`config.mk`:
```
export PLATFORM = sky130hd
export DESIGN_NAME = sync_fifo_flags
export DESIGN_NICKNAME = d
export VERILOG_FILES = /design/src/rtl/fifo_pkg.sv /design/src/rtl/fifo_mem.sv /design/src/rtl/sync_fifo_flags.sv
export SDC_FILE = /design/constraint.sdc
export NUM_CORES = 1
export LEC_CHECK = 0
export CAP_MARGIN = 10
export CORE_ASPECT_RATIO = 0.75
export CORE_MARGIN = 2
export CORE_UTILIZATION = 40
export DETAILED_ROUTE_END_ITERATION = 10
export GPL_TIMING_DRIVEN = 0
export PLACE_DENSITY = 0.55
export SLEW_MARGIN = 40
export SYNTH_ARGS = -nofsm -noshare
export SYNTH_HDL_FRONTEND = slang
export SYNTH_SLANG_ARGS = --single-unit
export TNS_END_PERCENT = 30
```
`constraint.sdc`:
```
create_clock -name clk_i -period 3.9 [get_ports clk_i]
set_input_delay 0.585 -clock clk_i [delete_from_list [all_inputs] [get_ports clk_i]]
set_output_delay 0.585 -clock clk_i [all_outputs]
set_load 0.005 [all_outputs]
```
`src/rtl/fifo_pkg.sv`:
```
// Shared FIFO definitions: default sizing, width helpers and the fill-level
// flag decode used by both the single- and dual-clock FIFOs.
package fifo_pkg;

  localparam int unsigned FIFO_DEF_WIDTH = 22;
  localparam int unsigned FIFO_DEF_DEPTH = 16;

  typedef struct packed {
    logic full;
    logic almost_full;
    logic empty;
    logic almost_empty;
  } fifo_flags_t;

  // Count needs one extra bit over the pointer to represent DEPTH itself.
  function automatic int unsigned cnt_width(input int unsigned depth);
    return $clog2(depth) + 1;
  endfunction

  function automatic bit is_pow2(input int unsigned depth);
    return (depth != 0) && ((depth & (depth - 1)) == 0);
  endfunction

  function automatic fifo_flags_t decode_flags(
    input int unsigned count,
    input int unsigned depth,
    input int unsigned afull_thresh,
    input int unsigned aempty_thresh
  );
    fifo_flags_t f;
    f.full         = (count == depth);
    f.almost_full  = (count >= afull_thresh);
    f.empty        = (count == 0);
    f.almost_empty = (count <= aempty_thresh);
    return f;
  endfunction

endpackage

```
`src/rtl/fifo_mem.sv`:
```
// Simple dual-port FIFO storage: one write port, one read address.
// Read is combinational in FWFT mode, registered (reset to zero) otherwise.
module fifo_mem #(
  parameter int unsigned WIDTH  = 22,
  parameter int unsigned DEPTH  = 16,
  parameter int unsigned ADDR_W = 4,
  parameter int unsigned FWFT   = 0
) (
  input  logic              clk_i,
  input  logic              rst_i,
  input  logic              we_i,
  input  logic [ADDR_W-1:0] waddr_i,
  input  logic [WIDTH-1:0]  wdata_i,
  input  logic              re_i,
  input  logic [ADDR_W-1:0] raddr_i,
  output logic [WIDTH-1:0]  rdata_o
);

  logic [WIDTH-1:0] mem [DEPTH];

  always_ff @(posedge clk_i) begin
    if (we_i) mem[waddr_i] <= wdata_i;
  end

  generate
    if (FWFT != 0) begin : g_fwft
      assign rdata_o = mem[raddr_i];
    end else begin : g_std
      logic [WIDTH-1:0] rdata_q;

      // Holds the last word on idle or rejected reads.
      always_ff @(posedge clk_i or posedge rst_i) begin
        if (rst_i)     rdata_q <= '0;
        else if (re_i) rdata_q <= mem[raddr_i];
      end

      assign rdata_o = rdata_q;
    end
  endgenerate

endmodule

```
`src/rtl/sync_fifo_flags.sv`:
```
// Single-clock FIFO with fill count, almost-full/empty thresholds,
// sticky overflow/underflow flags and optional first-word-fall-through.
module sync_fifo_flags
  import fifo_pkg::*;
#(
  parameter int unsigned WIDTH         = FIFO_DEF_WIDTH,
  parameter int unsigned DEPTH         = FIFO_DEF_DEPTH,
  parameter int unsigned PTR_WIDTH     = $clog2(DEPTH),
  parameter int unsigned AFULL_THRESH  = DEPTH - 2,
  parameter int unsigned AEMPTY_THRESH = 1,
  parameter int unsigned FWFT          = 0
) (
  input  logic                 clk_i,
  input  logic                 rst_i,
  input  logic [WIDTH-1:0]     wdata_i,
  input  logic                 wr_en_i,
  input  logic                 rd_en_i,
  input  logic                 clr_err_i,
  output logic [WIDTH-1:0]     rdata_o,
  output logic                 full_o,
  output logic                 almost_full_o,
  output logic                 empty_o,
  output logic                 almost_empty_o,
  output logic [PTR_WIDTH:0]   count_o,
  output logic                 overflow_o,
  output logic                 underflow_o
);

  generate
    if (!is_pow2(DEPTH) || DEPTH < 2) begin : g_bad_depth
      $error("sync_fifo_flags: DEPTH must be a power of 2 and >= 2");
    end
    if (PTR_WIDTH + 1 != cnt_width(DEPTH)) begin : g_bad_ptr
      $error("sync_fifo_flags: PTR_WIDTH is derived from DEPTH and must not be overridden");
    end
    if (AFULL_THRESH < 1 || AFULL_THRESH > DEPTH) begin : g_bad_afull
      $error("sync_fifo_flags: AFULL_THRESH out of range 1..DEPTH");
    end
    if (AEMPTY_THRESH > DEPTH - 1) begin : g_bad_aempty
      $error("sync_fifo_flags: AEMPTY_THRESH out of range 0..DEPTH-1");
    end
  endgenerate

  logic [PTR_WIDTH-1:0] wr_ptr_q;
  logic [PTR_WIDTH-1:0] rd_ptr_q;
  logic [PTR_WIDTH:0]   count_q;
  logic                 overflow_q;
  logic                 underflow_q;
  fifo_flags_t          flags;
  logic                 wr_acc;
  logic                 rd_acc;

  always_comb begin
    flags = decode_flags(32'(count_q), DEPTH, AFULL_THRESH, AEMPTY_THRESH);
  end

  // Full rejects the write but not a simultaneous read; empty the reverse.
  assign wr_acc = wr_en_i & ~flags.full;
  assign rd_acc = rd_en_i & ~flags.empty;

  always_ff @(posedge clk_i or posedge rst_i) begin
    if (rst_i) begin
      wr_ptr_q    <= '0;
      rd_ptr_q    <= '0;
      count_q     <= '0;
      overflow_q  <= 1'b0;
      underflow_q <= 1'b0;
    end else begin
      if (wr_acc) wr_ptr_q <= wr_ptr_q + PTR_WIDTH'(1);
      if (rd_acc) rd_ptr_q <= rd_ptr_q + PTR_WIDTH'(1);

      case ({wr_acc, rd_acc})
        2'b10:   count_q <= count_q + (PTR_WIDTH + 1)'(1);
        2'b01:   count_q <= count_q - (PTR_WIDTH + 1)'(1);
        default: count_q <= count_q;
      endcase

      // Set takes priority over clear so a same-cycle error is never lost.
      if (wr_en_i && flags.full) overflow_q <= 1'b1;
      else if (clr_err_i)        overflow_q <= 1'b0;

      if (rd_en_i && flags.empty) underflow_q <= 1'b1;
      else if (clr_err_i)         underflow_q <= 1'b0;
    end
  end

  fifo_mem #(
    .WIDTH  (WIDTH),
    .DEPTH  (DEPTH),
    .ADDR_W (PTR_WIDTH),
    .FWFT   (FWFT)
  ) u_mem (
    .clk_i   (clk_i),
    .rst_i   (rst_i),
    .we_i    (wr_acc),
    .waddr_i (wr_ptr_q),
    .wdata_i (wdata_i),
    .re_i    (rd_acc),
    .raddr_i (rd_ptr_q),
    .rdata_o (rdata_o)
  );

  assign full_o         = flags.full;
  assign almost_full_o  = flags.almost_full;
  assign empty_o        = flags.empty;
  assign almost_empty_o = flags.almost_empty;
  assign count_o        = count_q;
  assign overflow_o     = overflow_q;
  assign underflow_o    = underflow_q;

endmodule

```
Word level (Yosys, flattened, before mapping) --
Memory sizes are Yosys's and may differ from the RTL's. A register that Yosys moved wholly into a read port is not among the register bits. Index checks and enable logic that the tools add are counted.
Storage, ports and cells: memories kept 1, word-level logic and storage cells 31, flip-flop bits (word level) 15, bits of input ports 27, memory bits (writable) 352, output and inout bits 33
Memory list:
- u_mem.mem | depth 16, width 22, read ports 1, clocked after Yosys merged registers in 1, write ports 1, line fifo_mem.sv:19 | logic [WIDTH-1:0] mem [DEPTH];
Cells by class: mux-type cells 6, reduce and logical (&&, ||, !) cells 6, magnitude comparators 2, eq/ne operators 3, add/subtract/negate cells 4, bitwise gates (word level) 4
Operator list (count):
- $pmux 5 s2 | 1
- $add 4x1->4 const B | 2
- $reduce_bool 2->1 | 3
- $add 5x1->5 const B | 1
- $eq 5x5->1 const B | 1
- $ge 5x4->1 const B | 1
- $le 5x1->1 const B | 1
- $logic_not 5->1 | 1
- $mux 1 | 5
- $sub 5x1->5 const B | 1
- $and 1x1->1 | 2
- $eq 2x1->1 const B | 1
- $eq 2x2->1 const B | 1
- $logic_and 1x1->1 | 2
- $not 1->1 | 2

Depth between registers and ports, before layout --
Gate-level depths: netlist of run 1.
depth in word-level cells 5, mapped depth 10, mapped depth without buffers 9

Cells and area by module --
Synthesis of run 1 repeated with hierarchy kept, for this count alone.
Unflattened totals: cell total of the unflattened synthesis 683, area total of the unflattened synthesis 15263.4 um^2
By module, submodules not included:
- fifo_mem | times used 1, sequential area each 11120.7 um^2, area each 14416.3 um^2, cells each 610
- sync_fifo_flags | times used 1, sequential area each 375.4 um^2, area each 847.1 um^2, cells each 73

Worst setup path before layout of run 1 --
No wires, ideal clock.
path type flip-flop to flip-flop, from register count_q[0], in the netlist count_o[0], to memory u_mem.mem[0][0], enable pin, library setup time 0.457 ns, arrival 3.443 ns, stages on the path, launching flop included 8, clock period less this slack 3.900 ns, path slack 0.000 ns, cells stage by stage dfrtp_1 inv_1 ha_1 and4bb_1 nor2b_1 buf_2 inv_2 nor4_1
Between the ends: cells in the longest elaborated chain, start to end 5
RTL lines:
- start, declared | line sync_fifo_flags.sv:46 | logic [PTR_WIDTH:0] count_q;
- start signal, assigned | line sync_fifo_flags.sv:73 | 2'b10: count_q <= count_q + (PTR_WIDTH + 1)'(1);
- start signal, assigned | line sync_fifo_flags.sv:74 | 2'b01: count_q <= count_q - (PTR_WIDTH + 1)'(1);
- start signal, assigned | line sync_fifo_flags.sv:75 | default: count_q <= count_q;
- $eq 5x5->1 | line fifo_pkg.sv:31 | f.full = (count == depth);
- via full_o | line sync_fifo_flags.sv:20 | output logic full_o,
- $not 1->1 | line sync_fifo_flags.sv:58 | assign wr_acc = wr_en_i & ~flags.full;
- $and 1x1->1 | line sync_fifo_flags.sv:58
- $mux 1 | line fifo_mem.sv:22 | if (we_i) mem[waddr_i] <= wdata_i;
- $mux 1 (implied by the code) | line fifo_mem.sv:22
- end, declared | line fifo_mem.sv:19
The timed path passes the listed nets, and every way through them passes these cells.

Final worst setup path of run 1 --
from register count_q[0], in the netlist count_o[0], to memory u_mem.mem[1][5], enable pin
Between the ends: cells in the longest elaborated chain, start to end 5
RTL lines (line):
- $eq 5x5->1 | fifo_pkg.sv:31
- $not 1->1 | sync_fifo_flags.sv:58
- $and 1x1->1 | sync_fifo_flags.sv:58
- $mux 1 | fifo_mem.sv:22
- $mux 1 (implied by the code) | fifo_mem.sv:22
Every way passes these cells.

==> results of run 1 <==
## Yosys cell counts, types with 2 or more instances
| cell type | n |
|---|---|
| nor2b_1 | 3 |
| a22oi_1 | 42 |
| nor2_1 | 9 |
| and2_1 | 5 |
| xor2_1 | 3 |
| buf_4 | 4 |
| clkbuf_1 | 4 |
| edfxtp_1 | 352 |
| nor3_1 | 4 |
| dfrtp_1 | 37 |
| nand4b_1 | 2 |
| a21oi_1 | 2 |
| nand3_1 | 4 |
| ha_1 | 11 |
| buf_2 | 26 |
| buf_8 | 2 |
| nor4_1 | 5 |
| o221ai_2 | 20 |
| nand2_4 | 2 |
| o21ai_0 | 4 |
| xnor2_1 | 8 |
| inv_1 | 12 |
| nand2_1 | 52 |
| mux4_2 | 46 |
| mux2i_1 | 107 |
| buf_6 | 5 |
## how the worst max path moves through the flow
| stage | from | endpoint |
|---|---|---|
| final | count_o[0]$_DFFE_PP0P_ | u_mem.mem[1][5]$_DFFE_PP_ |
| after global routing | count_o[0]$_DFFE_PP0P_ | u_mem.mem[1][2]$_DFFE_PP_ |
| after CTS | count_o[0]$_DFFE_PP0P_ | u_mem.mem[1][5]$_DFFE_PP_ |
| after detailed placement | wr_en_i | u_mem.mem[1][5]$_DFFE_PP_ |
| after global placement | wr_en_i | u_mem.mem[0][7]$_DFFE_PP_ |
| after floorplan | count_o[0]$_DFFE_PP0P_ | u_mem.mem[0][0]$_DFFE_PP_ |
## area by class of cell
class / count / area (sq um)
buffer: 41 / 262
clock buffer: 57 / 1120
clock inverter: 11 / 179
fill: 3194 / 19800
inverter: 14 / 57.6
multi-input combinational: 340 / 3570
sequential: 389 / 11500
tap: 512 / 641
timing repair buffer: 108 / 928
## per-stage QoR
step / util, % / power [mW] / setup WS, ns / cell area, sq um
floorplan: - / 8.02 / 0.000201 / 15300
global placement: 43.5 / 9.46 / -3.21 / 16500
detailed placement: 44.6 / 9.61 / 0.782 / 17000
CTS: 48.0 / 13.5 / 0.791 / 18200
global route: 48.0 / 13.9 / 0.571 / 18200
finish: 48.0 / 13.3 / 0.821 / 18200
## cell families (layout without fill, tap and decap cells)
group	count (synthesis)	in the layout
AO/OA/AOI/OAI	71	71
adder cells (fa/ha/maj)	11	11
AND/OR/NAND/NOR	93	93
XOR/XNOR	11	11
flip-flops	389	389
buffers and inverters	55	231
multiplexers	154	154
## metal layers
metal  wire length (microns)  vias to the layer above
li1                        -                     3444
met1                   16900                     4103
met3                    1820                       53
met4                     658                        0
met5                       0                        -
met2                   15500                      191
## flip-flops by register name, summed over array words and instances, names as in the netlist
register and count:
u_mem.rdata_o 22, rd_ptr_q 4, count_o 5, overflow_o 1, underflow_o 1, wr_ptr_q 4
u_mem.mem 352
## power groups by stage
stage          clock [mW]  sequential, mW  combinational (mW)
2_1_floorplan           0            5.39                2.62
3_3_place_gp            0            5.48                3.98
3_5_place_dp            0            5.45                4.16
4_1_cts              3.92            5.37                4.18
5_1_grt              4.07            5.41                4.45
6_report             3.83            5.36                4.12
## worst max-delay path, stage by stage, from the launching register on
cell and delay [ns]:
dfrtp_1 0.48, inv_1 0.13, ha_1 0.23, and4bb_1 0.24, nor2b_1 0.12, buf_2 0.20, inv_2 0.11, nor4_2 0.46
buf_4 0.26, buf_2 0.15, buf_2 0.18, buf_2 0.22
==> flow_summary.yaml, run 1 <==
drt:
  wirelength_microns: 35000
  antenna_left: 0
  drt-vias-per-instance: 5.29
  dr.first_iter.drc_count: 579
  num_vias: 7791
  drt_first_pass_iters: 4
  drc: 0
  routedWlPerCell_microns: 23.8
global_routing:
  antenna_found_initial: 0
  grt_max_degree: 23
  use_met1_pct: 27.6
  grt_use_met2_pct: 26.5
  grt.busiest_layer: "met1"
  gr-total-overflow: 0
  grt_use_total_pct: 17.9
  met3_usage_pct: 3.17
  grt_pass1_wl_microns: 52500
  grt_pass1_vias: 7937
synthesis:
  synthSimpleGateAreaFrac_pct: 3.03
  synthTopCellsByArea: "edfxtp_1, mux2i_1, mux4_2"
  yosys.area.top_type: "edfxtp_1"
  async_flop_share_pct: 9.51
  synth_xor_xnor_area_share_pct: 0.630
  ys.flop_type: "edfxtp_1"
  synthesis.area_sq_um: 15300
  synth_top_area_share_pct: 69.1
  synthCells: 784
  yosysUniqueCellTypes: 39
  ys_warn_count: 0
  syn_area_per_cell_sq_um: 19.5
  synth-seq-cells: 389
  synth_fa_ha_area_share_pct: 0.900
  synth_compound_area_share_pct: 4.40
  synth_enable_flop_cells: 352
  synth_top_family_by_area: "multiplexers"
  seq_area_frac_synth_pct: 75.1
  syn_nets: 822
  muxShareOfSynthArea_pct: 13.8
power_and_ir_drop:
  p_int_mw: 9.23
  p_leak_nw: 6.43
  switching_share_pct: 30.6
  p_switching_mw: 4.08
  p_per_area_nw_per_um2: 730
  power_frac_clock_pct: 28.8
  power_frac_seq_pct: 40.3
  ir_drop_mv: 0.367
  combPwrFrac_pct: 30.9
setup_path:
  r2r_slack_ns: 0.82
  required_ns: 4.13
  worstPathMaxFanout: 8
  crit_arrival_ns: 3.30
  r2r_start: "count_o[0]$_DFFE_PP0P_"
  path_class: "flip-flop to flip-flop"
  r2r_cells: 11
  endpoint_kind: "flip-flop"
  reg2reg_to: "u_mem.mem[1][5]$_DFFE_PP_"
  cp-start-kind: "flip-flop"
floorplanning:
  ios: 60
  die_area_sq_um: 39800
  dieHeight_microns: 173
  core-area_sq_um: 38000
  rows: 62
  dieWidth_microns: 230
  initial_utilization_pct: 40.3
timing:
  setup-tns-final_ns: 0
  hold_ws_ns: 0.372
  fmax_ghz: 0.325
  slew_headroom_pct: 49.4
  min_period_over_period_pct: 78.9
  clock_skew_ns: 0.00934
  tightest_slew_ns: 0.759
  setup-violations-final: 0
  drv_slew: 0
  rsz0062_at_grt: "no"
  hold_viol: 0
  min_period_ns: 3.08
layout:
  final_nets: 971
  final_cell_count_no_fill: 1472
  syn2layout_area_growth_pct: 19.3
  layout_commonest_cell: "edfxtp_1"
  n_antenna_cell: 0
  final_cell_mix: "edfxtp_1, mux2i_1, buf_2"
  final_layout_size_suffix_gt1_share_pct: 24.1
cts:
  clk_pin_slew_ns: 0.06
  clkSinkCount: 389
  cts_resized: 0
  cts_buffers: 39
  cts_tree: "yes"
  clock_latency_ns: 0.53
  root_buffer: "clkbuf_16"
  clk_path_buf_depth: 3
  cts_setup_buffers: 0
  htree_levels: 2
  cts_hold_buf: 0
job:
  max-cap-violations: 0
place:
  dp.cells: 1404
  place_hpwl_microns: 23100
  finalWeightedCongestion: 0.722
  portBuffers: 59
run_status:
  status: "complete, no violations"
hold_path:
  worstHoldPathType: "input port to asynchronous set/reset pin"
No activity file was read; power rests on OpenSTA's default activity.
==> run 2, diff against run 1 <==
- PLACE_DENSITY: 0.55 -> 0.53
- clock period: 3.9 -> 2.9 ns (I/O delays scaled with it)
==> run 2 against run 1 <==
Non-clock buffer count decreased by 6; sequential share of layout area is 0.55 points lower; clock power increased by 32%; register-to-register slack got worse by 0.65 ns; sequential power is 35% higher.
==> flow_summary.yaml, run 2 (synthesized netlist as in run 1, its figures left out) <==
run_status:
  status: "complete, no violations"
drt:
  drt_first_pass_iters: 5
  routedWlPerCell_microns: 23.8
  num_vias: 7714
  dr.first_iter.drc_count: 644
  antenna_left: 0
  drt-vias-per-instance: 5.25
  drc: 0
  wirelength_microns: 34900
timing:
  setup-violations-final: 0
  tightest_slew_ns: 0.845
  hold_viol: 0
  fmax_ghz: 0.359
  min_period_ns: 2.79
  worst_slack_ns: 0.114
  setup-tns-final_ns: 0
  drv_slew: 0
  rsz0062_at_grt: "no"
  clock_skew_ns: 0.00892
  slew_headroom_pct: 43.6
  hold_ws_ns: 0.150
  min_period_over_period_pct: 96.1
cts:
  htree_levels: 2
  cts_buffers: 40
  root_buffer: "clkbuf_16"
  clock_latency_ns: 0.53
  clkSinkCount: 389
  cts_hold_buf: 0
  cts_tree: "yes"
  clk_pin_slew_ns: 0.06
  clk_path_buf_depth: 3
place:
  portBuffers: 59
  dp.cells: 1390
  finalWeightedCongestion: 0.765
  detailed_place.area_sq_um: 17000
  place_ws_ns: -0.129
  place_hpwl_microns: 23300
power_and_ir_drop:
  p_leak_nw: 6.43
  ir_drop_mv: 0.449
  p_per_area_nw_per_um2: 981
  power_mw: 18.1
layout:
  final_cell_count_no_fill: 1470
  syn2layout_area_growth_pct: 20.3
  final_cell_area_sq_um: 18400
  layout_commonest_cell: "edfxtp_1"
  fillers: 3201
  final_nets: 966
  largest_reg_flops: 352
  utilization_pct: 48.4
  final_cell_mix: "edfxtp_1, mux2i_1, clkdlybuf4s50_1"
  final_layout_size_suffix_gt1_share_pct: 24.0
  multi_input_area_sq_um: 3640
  regArea_sq_um: 11500
  regMostFlops: "u_mem.mem"
global_routing:
  grt.busiest_layer: "met1"
  grt_pass1_vias: 7585
  grt_pass1_wl_microns: 51700
  gr-total-overflow: 0
  use_met1_pct: 29.1
  grt_use_total_pct: 17.8
  grt_use_met2_pct: 24.9
  antenna_found_initial: 0
  grt_max_degree: 31
  met3_usage_pct: 2.89
setup_path:
  crit_top_cell: "inv_1"
  critPathMaxStageDelay_ns: 0.50
  path_buf_inv: 3
  endpoint_kind: "output pin"
  crit_chain: "inv_1 > ha_1 > or4b_4 > inv_1 > clkdlybuf4s50_1"
  crit_arrival_ns: 2.35
  cp_top_family: "buffers and inverters"
  cp-start-kind: "flip-flop"
  worstPathMaxFanout: 7
  required_ns: 2.47
  cp_slowest_cell: "clkdlybuf4s50_1"
  path_class: "flip-flop to output pin"
floorplanning:
  dieHeight_microns: 173
  core-area_sq_um: 38000
  rows: 62
  ios: 60
  dieWidth_microns: 230
  die_area_sq_um: 39800
  initial_utilization_pct: 40.3
job:
  max-cap-violations: 0
hold_path:
  worstHoldPathType: "input port to asynchronous set/reset pin"
## run 2: what timing repair did
action,4_1_cts,5_1_grt
buffers inserted,2,6
hold endpoints to repair,0,0
gates cloned,0,0
setup endpoints to repair,111,192
resized for setup,6,7
pin swaps,0,4
## run 2: power breakdown
group	leakage [nW]	switching, mW	total (mW)	internal (mW)
sequential	3.63	0.349	7.23	6.88
combinational	2.17	3.29	5.78	2.49
clock	0.632	2.00	5.05	3.05
total	6.43	5.64	18.1	12.4
## run 2: path summary, 6_finish.rpt
kind | from | endpoint | slack [ns] | cells past startpoint
worst max register to register | count_o[0]$_DFFE_PP0P_ | u_mem.mem[9][10]$_DFFE_PP_ | 0.17 | 8
worst max-delay path | count_o[0]$_DFFE_PP0P_ | empty_o | 0.11 | 5
worst min-delay path | rst_i | count_o[2]$_DFFE_PP0P_ | 0.15 | 2
worst min register to register | u_mem.rdata_o[5]$_DFFE_PP0P_ | u_mem.rdata_o[5]$_DFFE_PP0P_ | 0.50 | 2
min in group clk_i | wr_en_i | overflow_o$_DFFE_PP0P_ | 0.49 | 3
max in group asynchronous | rst_i | u_mem.rdata_o[15]$_DFFE_PP0P_ | 2.35 | 3
## run 2: routing by layer
metal	wire, microns	part of all wire [%]
met2	14900	43
met4	540	1.5
met5	0	0
met1	17800	51
met3	1760	5.0
## run 2: area by class of cell
class                      instances  area share [%]
clock inverter                    14           0.890
antenna                            1          0.0136
clock buffer                      57            6.12
timing repair buffer             102            5.53
inverter                          14           0.313
buffer                            41            1.43
sequential                       389            62.5
multi-input combinational        340            19.8
tap                              512            3.48
